### src/rtl/uart_pkg.sv
// Shared types and helpers for the UART command receiver.
// Holds the RX FSM state encoding and the baud divider calculation.
package uart_pkg;

  typedef enum logic [2:0] {
    WAIT_IDLE,
    IDLE,
    START,
    DATA,
    STOP
  } rx_state_t;

  localparam int DATA_BITS = 8;

  function automatic int calc_div(input int clk_hz, input int baud);
    return clk_hz / baud;
  endfunction

endpackage

### src/rtl/uart_rx_core.sv
// Mid-bit sampling 8N1 receive engine.
// Synchronizer, framing FSM, bit/DIV counters and shift register.
module uart_rx_core
  import uart_pkg::*;
#(
  parameter int DIV = 16
) (
  input  logic                 clk,
  input  logic                 rst_n,
  input  logic                 rx_in,
  output logic [DATA_BITS-1:0] data,
  output logic                 valid,
  output logic                 frame_err
);

  localparam int HALF = DIV / 2;
  localparam int CW   = $clog2(DIV);

  logic                 s1;
  logic                 s2;
  logic [1:0]           warm;
  rx_state_t            state;
  logic [CW-1:0]        cnt;
  logic [2:0]           bitn;
  logic [DATA_BITS-1:0] sh;

  wire top_cnt  = (cnt == CW'(DIV - 1));
  wire half_cnt = (cnt == CW'(HALF - 1));

  always_ff @(posedge clk or negedge rst_n) begin
    if (!rst_n) begin
      s1        <= 1'b1;
      s2        <= 1'b1;
      warm      <= 2'd0;
      state     <= WAIT_IDLE;
      cnt       <= '0;
      bitn      <= '0;
      sh        <= '0;
      data      <= '0;
      valid     <= 1'b0;
      frame_err <= 1'b0;
    end else begin
      s1        <= rx_in;
      s2        <= s1;
      valid     <= 1'b0;
      frame_err <= 1'b0;
      // s2 only reflects the pin once both flops have been clocked
      if (warm != 2'd2) warm <= warm + 2'd1;
      unique case (state)
        WAIT_IDLE: begin
          if (warm == 2'd2 && s2) state <= IDLE;
        end
        IDLE: begin
          if (!s2) begin
            cnt   <= '0;
            state <= START;
          end
        end
        START: begin
          if (half_cnt) begin
            cnt   <= '0;
            bitn  <= '0;
            state <= s2 ? IDLE : DATA;
          end else begin
            cnt <= cnt + 1'b1;
          end
        end
        DATA: begin
          if (top_cnt) begin
            cnt  <= '0;
            sh   <= {s2, sh[DATA_BITS-1:1]};
            bitn <= bitn + 3'd1;
            if (bitn == 3'(DATA_BITS - 1)) state <= STOP;
          end else begin
            cnt <= cnt + 1'b1;
          end
        end
        STOP: begin
          if (top_cnt) begin
            cnt <= '0;
            if (s2) begin
              data  <= sh;
              valid <= 1'b1;
              state <= IDLE;
            end else begin
              frame_err <= 1'b1;
              state     <= WAIT_IDLE;
            end
          end else begin
            cnt <= cnt + 1'b1;
          end
        end
        default: state <= WAIT_IDLE;
      endcase
    end
  end

endmodule

### src/rtl/uart_cmd_rx.sv
// UART command receiver: decodes received bytes into one-hot command
// pulses with an optional hold-off window and a dropped-command counter.
module uart_cmd_rx
  import uart_pkg::*;
#(
  parameter int                 CLK_FREQ       = 65_000_000,
  parameter int                 BAUD           = 115_200,
  parameter int                 N_CMD          = 4,
  parameter logic [N_CMD*8-1:0] CMD_CODES      = 32'h34_33_32_31,
  parameter int                 HOLDOFF_CYCLES = 0
) (
  input  logic             clk,
  input  logic             rst_n,
  input  logic             rx_in,
  output logic             byte_valid,
  output logic [7:0]       byte_data,
  output logic [N_CMD-1:0] cmd_pulse,
  output logic             frame_err,
  output logic [7:0]       drop_cnt
);

  localparam int DIV = calc_div(CLK_FREQ, BAUD);
  localparam int HW  =
    (HOLDOFF_CYCLES > 0) ? $clog2(HOLDOFF_CYCLES + 1) : 1;

  if (DIV < 4) begin : g_bad_div
    $error("uart_cmd_rx: CLK_FREQ/BAUD must be at least 4");
  end
  if (N_CMD < 1 || N_CMD > 16) begin : g_bad_ncmd
    $error("uart_cmd_rx: N_CMD must be in 1..16");
  end

  logic [7:0]       data;
  logic             valid;
  logic             ferr;
  logic [N_CMD-1:0] hit;
  logic [HW-1:0]    hold;

  uart_rx_core #(
    .DIV(DIV)
  ) u_core (
    .clk      (clk),
    .rst_n    (rst_n),
    .rx_in    (rx_in),
    .data     (data),
    .valid    (valid),
    .frame_err(ferr)
  );

  // Scan high to low so the lowest matching index ends up as the winner
  always_comb begin
    hit = '0;
    for (int k = N_CMD - 1; k >= 0; k--) begin
      if (data == CMD_CODES[k*8 +: 8]) begin
        hit    = '0;
        hit[k] = 1'b1;
      end
    end
  end

  wire busy    = (hold != '0);
  wire matched = |hit;

  assign cmd_pulse  = (valid && !busy) ? hit : '0;
  assign byte_valid = valid;
  assign byte_data  = data;
  assign frame_err  = ferr;

  always_ff @(posedge clk or negedge rst_n) begin
    if (!rst_n) begin
      hold     <= '0;
      drop_cnt <= '0;
    end else begin
      if (|cmd_pulse) begin
        hold <= HW'(HOLDOFF_CYCLES);
      end else if (busy) begin
        hold <= hold - 1'b1;
      end
      if (valid && matched && busy && drop_cnt != 8'hFF) begin
        drop_cnt <= drop_cnt + 8'd1;
      end
    end
  end

endmodule
### config.mk
export PLATFORM = sky130hd
export DESIGN_NAME = uart_cmd_rx
export DESIGN_NICKNAME = d
export VERILOG_FILES = /design/src/rtl/uart_pkg.sv /design/src/rtl/uart_rx_core.sv /design/src/rtl/uart_cmd_rx.sv
export SDC_FILE = /design/constraint.sdc
export NUM_CORES = 1
export LEC_CHECK = 0
export ABC_AREA = 1
export CORE_ASPECT_RATIO = 0.8
export CORE_UTILIZATION = 60
export DETAILED_ROUTE_END_ITERATION = 8
export PLACE_DENSITY = 0.9
export SYNTH_ARGS = -nofsm -noshare
export SYNTH_HDL_FRONTEND = slang
export SYNTH_SLANG_ARGS = --single-unit
### constraint.sdc
create_clock -name clk -period 4.66 [get_ports clk]
set_input_delay 0.932 -clock clk [delete_from_list [all_inputs] [get_ports clk]]
set_output_delay 0.932 -clock clk [all_outputs]
set_load 0.1 [all_outputs]
### Word level (Yosys, flattened, before mapping)

Index checks and enable logic that the tools add are counted.

| storage, ports and cells | value |
|---|---|
| register bits after elaboration | 47 |
| bits in latches | 0 |
| RAM bits | 0 |
| memory bits (read-only) | 0 |
| output and inout port bits | 22 |
| logic and storage cells | 83 |
| memories kept | 0 |

| cells by class | value |
|---|---|
| add/subtract/negate cells | 5 |
| multipliers | 0 |
| divide/modulo/power cells | 0 |
| magnitude comparators | 0 |
| equal/unequal tests | 20 |
| shift-type cells | 0 |
| muxes and demuxes | 29 |
| bitwise gates (word level) | 0 |
| reduce and logical (&&, ||, !) cells | 17 |

Operator list:

| cell | number |
|---|---|
| $eq A8 B6 Y1 const B | 4 |
| $mux W10 | 3 |
| $pmux W10 S3 | 1 |
| $mux W3 | 8 |
| $mux W4 | 5 |
| $pmux W3 S5 | 1 |
| $add A10 B1 Y10 const B | 1 |
| $eq A10 B10 Y1 const B | 1 |
| $eq A10 B9 Y1 const B | 1 |
| $ne A2 B1 Y1 const B | 5 |
| $mux W1 | 9 |
| $add A8 B1 Y8 const B | 1 |
| $ne A8 B8 Y1 const B | 1 |
| $reduce_or A4 Y1 | 2 |
| $eq A3 B2 Y1 const B | 2 |
| $eq A3 B3 Y1 const B | 2 |
| $pmux W3 S2 | 1 |
| $reduce_and A3 Y1 | 2 |
| $reduce_and A6 Y1 | 1 |
| $logic_and A1 B1 Y1 | 5 |
| $ne A2 B2 Y1 const B | 2 |
| $reduce_and A2 Y1 | 2 |
| $add A3 B1 Y3 const B | 1 |
| $eq A3 B1 Y1 const B | 1 |
| 9 further kinds | 9 |

### Depth between registers and ports, before layout

| depth | value |
|---|---|
| depth in word-level cells | 9 |
| depth in mapped cells | 10 |
| depth with buffers taken out | 9 |

### By module

Synthesis repeated with hierarchy kept, for this count alone.

| second synthesis, totals | value |
|---|---|
| cell total of the unflattened synthesis | 257 |
| area total of the unflattened synthesis | 2069.5 sq um |

Modules (own cells, without submodules):

| module | instances | cells each | area an instance (sq um) |
|---|---|---|---|
| uart_rx_core | 1 | 227 | 1920.6 |
| uart_cmd_rx | 1 | 30 | 148.9 |

### Worst setup path before layout

OpenSTA, ideal clock, no wires.

| timing path | value |
|---|---|
| path type | reg2out |
| start | reg u_core.data[5] |
| end | out cmd_pulse[0] |
| arrival time | 4207 ps |
| required time | 3728 ps |
| slack | -479 ps |
| cell stages (with the launch flop) | 5 |
| cells stage by stage | dfrtp_1 nand2_1 nor3_1 nand3_1 nor4_1 |

| between the ends | value |
|---|---|
| longest elaborated chain between the ends | 5 |

Ends and longest elaborated chain:

| element | line | RTL |
|---|---|---|
| from (decl) | uart_rx_core.sv:11 | `output logic [DATA_BITS-1:0] data,` |
| from (signal assigned) | uart_rx_core.sv:82 | `data <= sh;` |
| $eq A8 B6 Y1 | uart_cmd_rx.sv:54 | `if (data == CMD_CODES[k*8 +: 8]) begin` |
| $mux W4 (2 in series) | uart_cmd_rx.sv:54 |  |
| $mux W4 (*) | uart_cmd_rx.sv:54 |  |
| $mux W4 (*) | uart_cmd_rx.sv:64 | `assign cmd_pulse = (valid && !busy) ? hit : '0;` |
| to (decl) | uart_cmd_rx.sv:17 | `output logic [N_CMD-1:0] cmd_pulse,` |

Mark *: on every way between the ends. The rest lies on a longest branch, timed or not.

### Final worst setup path

| timing path | value |
|---|---|
| start | reg u_core.data[7] |
| end | out cmd_pulse[0] |

Same word-level chain as after synthesis.

==> reports/qor.txt <==
P&R area growth vs syn = 11.1%
share of cells above drive strength 1 = 0.146
vias in the first global route = 1642
drt drc = 0
CTS Sinks = 38
DP HPWL = 2860 um
grt total ovfl = 0
Initial Utilization = 0.660
CP startpoint kind = flip-flop
Int Pwr = 565 uW
Reg clk slew, reported paths = 70 ps
Worst Path Required = 3730 ps
crit-path cells = nor3_1, nand3_1, nor4_2, clkdlybuf4s50_1
net load switching power = 396 uW
Via Count = 1713
fin nets = 288
Final Hold Fails = 0
Crit Path Max Fanout = 3
Syn Std Cell Area = 0.00212 mm^2
worst hold stages = 0
Avg Inst Size Synth = 8.11 um^2
max-cap violation count = 0
setup violators final = 0
global placement routability congestion = 0.909
Post-Syn Instances = 262
Worst Tran Pin Value = 986 ps
largest net degree at the start of global routing = 39
r2r setup slk = 2870 ps
Max IR drop VDD = 332 uV
Skew-Pair Late Insertion Delay = 300 ps
std cell rows = 18
hold slack = 357 ps
reg2reg path depth = 8
Pwr per Cell Area = 407 mW/mm^2
Switching Fraction = 0.412
asr flop ratio synth = 1.00
CTS Hold Bufs = 0
PortBufs = 16
cell taking the most area after synthesis = dfrtp_1
Yosys cell types = 31
setup TNS = 0 ps
number of vias per cell = 5.34
GRT Overall Usage = 0.248
Flop pwr share = 0.423
HP Start = u_core.s1
status = finished, final reports clean
Slew Limit Headroom = 0.341
Final Util = 0.733
Synth Register Bits = 38
DRT iter0 DRCs = 118
Min-Delay Endpoint = u_core.s2
postcts setup bufs = 0
fin crit share = 0.728
Clock Power Share = 0.242
Crit-path slowest cell = clkdlybuf4s50_1
cell with the most instances after synthesis = nand2_1
Synth area leaders = dfrtp_1 42%, nand2_1 13%, nand3_1 6.8%
Antenna Cells = 0
root buf cell = clkbuf_8
RSZ-0062 raised after global routing = no
Routed WL = 3980 um
Die X = 68.5 um
die area = 0.00378 mm^2
clk_skew = 10.8 ps
fillcell total = 245
Core Box Area = 0.00322 mm^2
Tmin final = 3390 ps
H-tree Lvls = 2
Leak = 0.00115 uW
most frequent cells after synthesis = 72 x nand2_1, 36 x dfrtp_1, 29 x nand3_1, 25 x inv_1, 15 x nor2_1
DR pass1 iterations = 4
critical path type = flip-flop to output pin
Syn. warnings = 0
first-pass GRT wire length = 6920 um
register area = 953 um^2
Final Slew Violations = 0
Top-Level Pins = 25
die height = 55.2 um
post-synth top area share = 0.424
TritonCTS clock tree = yes
ys flop type = dfrtp_1
Final ANT Viol Nets = 0
critical path endpoint category = output pin
Post-synth EDFFs = 0
multi-input logic area = 980 um^2
register area share after synthesis = 0.449
crit-path max cell delay = 1160 ps
combinational share of power = 0.335
worst reg2reg endpoint = u_core.data[1]
CTS resizes = 0
antenna violations before repair = 0
pre-CTS setup slack = 1580 ps
PnR worst setup slack = 1270 ps
Worst EP arrival = 2460 ps
deepest clock path buffer count = 2
fmax = 295 MHz
wire length per cell = 12.4 um
TritonCTS buffer count = 5
Hold Path Class = flip-flop to flip-flop
total power = 961 uW
FF-to-FF Start = u_core.cnt[0]
==> kinds of logic after synthesis <==
family | synth area share
AOI/OAI and AO/OA | 0.0854
xor gates and xnor gates | 0.0165
adders and majority gates | 0.0294
buffers and inverters | 0.108
DFF | 0.449
other | 0.00177
and+or+nand+nor | 0.310
==> how the worst max path moves through the flow <==
stage	startpoint	endpoint	cells past startpoint
detailed placement	u_core.data[7]	cmd_pulse[0]	4
CTS	u_core.data[7]	cmd_pulse[0]	4
finish	u_core.data[7]	cmd_pulse[0]	4
floorplan	u_core.data[5]	cmd_pulse[0]	4
global placement	u_core.data[7]	cmd_pulse[0]	4
global route	u_core.data[4]	cmd_pulse[0]	5
==> per-stage QoR <==
stage	cells	instance area, um^2
floorplan	269	2160
CTS	321	2360
global placement	313	2270
detailed placement	313	2270
global route	321	2360
finish	321	2360
==> registers in the layout, indices dropped and copies added, names as in the netlist <==
signal and cells:
u_core.bitn 3, u_core.cnt 10, u_core.data 8, u_core.frame_err 1
u_core.s1 1, u_core.s2 1, u_core.sh 8, u_core.state 3
u_core.valid 1, u_core.warm 2
==> power groups by stage <==
stage | registers [uW] | logic, uW | clock network (uW)
floorplan | 398 | 268 | 0
global placement | 410 | 309 | 0
detailed placement | 411 | 317 | 0
CTS | 405 | 321 | 236
global route | 410 | 359 | 251
finish | 407 | 322 | 232
==> final cells by class <==
| type | count | area share |
|---|---|---|
| Multi-Input combinational cell | 184 | 0.415 |
| Inverter | 35 | 0.0556 |
| Sequential cell | 38 | 0.404 |
| Timing Repair Buffer | 16 | 0.0657 |
| Clock inverter | 1 | 0.00212 |
| Clock buffer | 7 | 0.0366 |
| Tap cell | 40 | 0.0212 |
==> worst max-delay path, delay by kind of cell (launching register included) <==
kind	cells	cell delay [ps]
buf+inv	1	1160
flops	1	400
simple gates	3	610
==> placed cells by master, fill, tap and decap left out <==
cell type         n
o21ai_4           1
o21ai_1           9
nor3_1            5
dfrtp_1          36
xor2_1            3
nand3_4           1
clkdlybuf4s50_1  15
nand2_2           3
nand2_4           1
xnor2_1           1
nand4_1           7
nor2_1           15
clkbuf_1          1
o21ai_2           9
inv_2            10
clkbuf_8          6
nor4_1            1
nor2_4            1
ha_1              5
a21oi_1           1
buf_2             1
inv_1            25
nand2_1          72
nand3b_1          1
o211ai_1          2
nor2_8            1
o22ai_1           1
conb_1            8
clkinv_2          1
nor4_2            2
o21ai_0           3
dfstp_2           2
nand3_1          29
nor2_2            2
==> routing by layer <==
metal  track usage  routed length [um]
met4        0.0804                  48
met2         0.366                1830
met3        0.0826                 223
met5             0                   0
met1         0.341                1870
Note: power is estimated with default switching activity, not from simulation.
